**config.mk**
```make
export PLATFORM = sky130hd
export DESIGN_NAME = ssd_display_scheduler
export DESIGN_NICKNAME = d
export VERILOG_FILES = /design/src/rtl/ssd_display_scheduler.sv
export SDC_FILE = /design/constraint.sdc
export NUM_CORES = 1
export LEC_CHECK = 0
export CELL_PAD_IN_SITES_DETAIL_PLACEMENT = 0
export CELL_PAD_IN_SITES_GLOBAL_PLACEMENT = 1
export CORE_ASPECT_RATIO = 2
export CORE_UTILIZATION = 44
export CTS_BUF_LIST = sky130_fd_sc_hd__clkbuf_8 sky130_fd_sc_hd__clkbuf_16
export CTS_CLUSTER_DIAMETER = 80
export DETAILED_ROUTE_END_ITERATION = 7
export GPL_TIMING_DRIVEN = 0
export HOLD_SLACK_MARGIN = 0.05
export PLACE_DENSITY = 0.92
export SYNTH_ARGS = -nofsm -noshare
export SYNTH_HDL_FRONTEND = slang
export SYNTH_SLANG_ARGS = --single-unit
```
**constraint.sdc**
```tcl
create_clock -name clk -period 3.4 [get_ports clk]
set_clock_uncertainty 0.2 [all_clocks]
set_input_delay 1.02 -clock clk [delete_from_list [all_inputs] [get_ports clk]]
set_output_delay 1.02 -clock clk [all_outputs]
set_load 0.01 [all_outputs]
```
**src/rtl/ssd_display_scheduler.sv**
```systemverilog
// ssd_display_scheduler: shares the two-digit display between three sources, with timed hold/gap and source-0 preemption.
module ssd_display_scheduler #(
  parameter int HOLD_CYCLES = 100_000_000,
  parameter int GAP_CYCLES = 10_000_000,
  parameter int CTR_W = 27,
  parameter logic [8:0] IDLE_CODE = 9'h1F0
) (
  input  logic       clk,
  input  logic       rst,
  input  logic [2:0] req,
  input  logic [8:0] data0,
  input  logic [8:0] data1,
  input  logic [8:0] data2,
  output logic [2:0] ack,
  output logic [8:0] ssd_data,
  output logic       busy,
  output logic       done,
  output logic [1:0] active_src
);
  typedef enum logic [1:0] {IDLE, SHOW, GAP} state_t;
  localparam logic [CTR_W-1:0] HOLD_END = CTR_W'(HOLD_CYCLES - 1);
  localparam logic [CTR_W-1:0] GAP_END = CTR_W'(GAP_CYCLES - 1);
  state_t state;
  logic [CTR_W-1:0] ctr;
  logic [1:0] rr_ptr, p1, p2, rr_g, gsel;
  logic [8:0] g_data;
  logic preempt, gnt;
  always_comb begin
    p1 = rr_ptr == 2'd2 ? 2'd0 : rr_ptr + 2'd1;
    p2 = rr_ptr == 2'd0 ? 2'd2 : rr_ptr - 2'd1;
    rr_g = req[rr_ptr] ? rr_ptr : req[p1] ? p1 : p2;
    preempt = req[0] && (state == GAP || (state == SHOW && active_src != 2'd0));
    gnt = preempt || (state == IDLE && |req);
    gsel = preempt ? 2'd0 : rr_g;
    g_data = gsel == 2'd0 ? data0 : gsel == 2'd1 ? data1 : data2;
  end
  // a grant (including preemption) overrides whatever SHOW/GAP would do this edge
  always_ff @(posedge clk or posedge rst) begin
    if (rst) begin
      state <= IDLE;
      ctr <= '0;
      rr_ptr <= 2'd0;
      ack <= 3'b000;
      ssd_data <= IDLE_CODE;
      busy <= 1'b0;
      done <= 1'b0;
      active_src <= 2'd3;
    end else begin
      ack <= 3'b000;
      done <= 1'b0;
      if (gnt) begin
        ack <= 3'b001 << gsel;
        ssd_data <= g_data;
        active_src <= gsel;
        ctr <= '0;
        busy <= 1'b1;
        rr_ptr <= gsel == 2'd2 ? 2'd0 : gsel + 2'd1;
        state <= SHOW;
      end else if (state == SHOW) begin
        if (ctr == HOLD_END) begin
          done <= 1'b1;
          ssd_data <= IDLE_CODE;
          active_src <= 2'd3;
          ctr <= '0;
          state <= GAP;
        end else begin
          ctr <= ctr + CTR_W'(1);
        end
      end else if (state == GAP) begin
        if (ctr == GAP_END) begin
          busy <= 1'b0;
          ctr <= '0;
          state <= IDLE;
        end else begin
          ctr <= ctr + CTR_W'(1);
        end
      end
    end
  end
endmodule

```
==> metrics <==
status=complete, but fails checks; failing checks=DRC; fmax=320 MHz; RD Place Congestion=0.865; Clock Tree Root=clkbuf_16; cell taking the most area after synthesis=dfrtp_1; Post-synth top cells=dfrtp_1 (40), nor2_1 (32), xnor2_1 (17), o21ai_0 (15), nand2_1 (14); CTS tree=built; setup tns final=0 ns; Tot Pwr=2.07 mW; crit share post-route=91.9%; DR WL/cell=17.5 µm; vias post-DR=2407; vias in the first global route=2538; Synth top area share=36.4%; Post-synth EDFFs=0; r2r startpoint=rr_ptr[0]$_DFFE_PP0N_; FF/Latch Area=0.00118 mm²; Post-CTS Resized=0; synthesized area per cell=9.62 µm²; Fin. Hold Viols=0; #FFs+latches synth=47; CP Launch Point=req[0]; main flop type after synthesis=dfrtp_1; Ys Warns=0; Buf+Inv Stages, Crit Path=3; CP max-delay cell=clkdlybuf4s50_1; CP required=3.39 ns; Layout area overhead=25.8%; DRT antenna net count=0; Post-DP HPWL=5320 µm; IO Count=48; CP Launch Type=primary input; total grt overflow=0; Starting Density=45.8%; fill cell count=550; RSZ-0062 raised after global routing=false; final wirelength=7070 µm; clk sinks=47; crit-path leading delay family=buffers and inverters; GRT Util Overall=23.6%; first-pass GRT wire length=12000 µm; DRT iter0 DRCs=116; Min Clock Period, post-route=3.12 ns; Die Wd=57.9 µm; most used cell, CP=mux2i_1; iteration count of the initial detailed-routing pass=6; IR drop worst, VDD=0.323 mV; Skew-Pair Late Insertion Delay=0.29 ns; antenna cell count=0; Post-CTS Hold Fix Bufs=0; Slew Limit Headroom=51.1%; setup violators final=0; Slew Limit Fails=0; Netlist cell types=59; Slew @ Worst Pin=0.729 ns; die height=114 µm; multi-input logic area=0.00144 mm²; Critical Path Max Stage Delay=0.62 ns; Seq/Total Area, Yosys=43.1%; crit path cell chain=clkdlybuf4s50_1 -> mux2i_1 -> o211a_1 -> a222oi_1 -> buf_2 -> buf_4 -> mux2i_1 -> a21oi_1; via density per instance=5.94; layout cells sized above 1=12.3%; initial antenna violation count=0; DIE AREA=0.00659 mm²; clk buf depth=2; CP arrival=3.12 ns; # Max-Cap Violations=0; final net count=377; critical path peak fanout=10; Post-Syn Instances=286; number of cell rows=40; PortBufs=47; DRC viols=1; Mapped Nets=322; Synth area leaders=dfrtp_1 (36%), dfstp_2 (6.7%), xnor2_1 (5.4%), nor2_1 (4.4%), mux2i_1 (4.0%); Synth Cell Area=0.00275 mm²; LEAKAGE=1.39 nW; Hold WC Path Type=register to register; Async S/R FF share, synth=100%; CTS clock-pin slew for the worst setup and hold paths=0.06 ns; CTS Buf Count=5; core box area=0.00601 mm²; CP endpoint kind=register; worst hold path startpoint=ssd_data[1]$_DFFE_PP0P_; count leader, synth=dfrtp_1; Power Dens Cells=598 mW/mm²; htree depth=2; Post-CTS Setup Bufs=0; largest net degree at the start of global routing=33; critical path class=primary input to register
[cells in the final DEF (no fill, tap or decap), types with 2 or more instances in the layout]
master,netlist,routed
and2_1,2,2
a22oi_1,4,4
a211oi_1,2,2
nand3_1,10,10
o22ai_1,6,6
clkdlybuf4s50_1,0,47
nand2b_1,4,4
and3_1,5,5
a21oi_1,10,10
dfstp_2,7,7
nor4_1,9,9
ha_1,4,4
mux2i_1,11,11
a22o_1,2,2
nor2_2,2,2
nor2b_1,2,2
nand3b_1,3,3
and2_2,2,2
nand4_1,11,11
buf_6,4,4
o21ai_1,3,3
buf_2,4,4
nor3_1,10,10
or3_1,4,4
xor2_1,3,3
o21a_1,3,3
or4_1,3,3
dfrtp_1,40,40
buf_4,2,2
nor2_1,32,32
xnor2_1,17,17
nand2_1,14,14
inv_1,10,10
o21ai_0,15,15
clkbuf_16,0,5
[registers in the layout (all words and copies together) (netlist names)]
register / flops
rr_ptr: 2
busy: 1
state: 2
ssd_data: 9
ctr: 27
done: 1
active_src: 2
ack: 3
[stage by stage]
step / setup WS [ns] / hold WS [ns] / util, % / area (µm²) / std cells
after floorplan: 0.815 / 0.267 / - / 2750 / 286
final: 0.276 / 0.315 / 57.6 / 3460 / 405
after global routing: 0.0939 / 0.358 / 57.6 / 3460 / 405
after CTS: 0.247 / 0.318 / 57.6 / 3460 / 405
after detailed placement: -0.0554 / 0.304 / 55.3 / 3320 / 397
after global placement: -0.00960 / 0.290 / 55.0 / 3300 / 396
[worst reg2reg max path, delay by kind of cell, from the launching register on]
| kind | cells | cell delay [ns] |
|---|---|---|
| buf+inv | 3 | 0.65 |
| mux | 2 | 0.50 |
| compound gates | 3 | 0.50 |
| flops | 1 | 0.43 |
| fa+ha+maj | 1 | 0.24 |
[worst paths after layout]
| kind | end | slack, ns | cells after the start |
|---|---|---|---|
| max | ssd_data[8]$_DFFE_PP1P_ | 0.28 | 8 |
| min | ssd_data[1]$_DFFE_PP0P_ | 0.32 | 2 |
| max reg2reg | ssd_data[8]$_DFFE_PP1P_ | 0.77 | 9 |
| min reg2reg | ssd_data[1]$_DFFE_PP0P_ | 0.32 | 2 |
| max in group asynchronous | ssd_data[7]$_DFFE_PP1P_ | 1.61 | 3 |
| min in group asynchronous | ctr[16]$_DFFE_PP0P_ | 0.82 | 2 |
[final cells by class]
class,instances,share of cell area [%]
well taps,63,2.28
inverters,10,1.08
clock buffers,5,3.61
plain buffers,11,2.53
clock inverters,3,0.470
flip-flops and latches,47,34.2
repair buffers,48,14.2
multi-input cells,218,41.6
[routing by layer]
metal / vias up / track usage [%] / wire length [µm]
li1: 1148 / - / -
met1: 1178 / 23.5 / 2440
met2: 56 / 44.9 / 4140
met3: 25 / 3.17 / 181
met4: 0 / 13.0 / 311
met5: - / 0 / 0
[kinds of logic after synthesis]
| group | synth area share, % |
|---|---|
| flip-flops | 43.1 |
| buffers and inverters | 4.55 |
| multiplexers | 4.41 |
| AO/OA/AOI/OAI | 15.1 |
| adder cells (fa/ha/maj) | 1.82 |
| AND/OR/NAND/NOR | 24.7 |
| XOR/XNOR | 6.37 |
[power by group]
| group | total, mW | internal [mW] | switching, mW |
|---|---|---|---|
| clock | 0.486 | 0.269 | 0.217 |
| combinational | 0.782 | 0.391 | 0.391 |
| sequential | 0.803 | 0.698 | 0.104 |
Note: power is estimated with default switching activity, not from simulation.
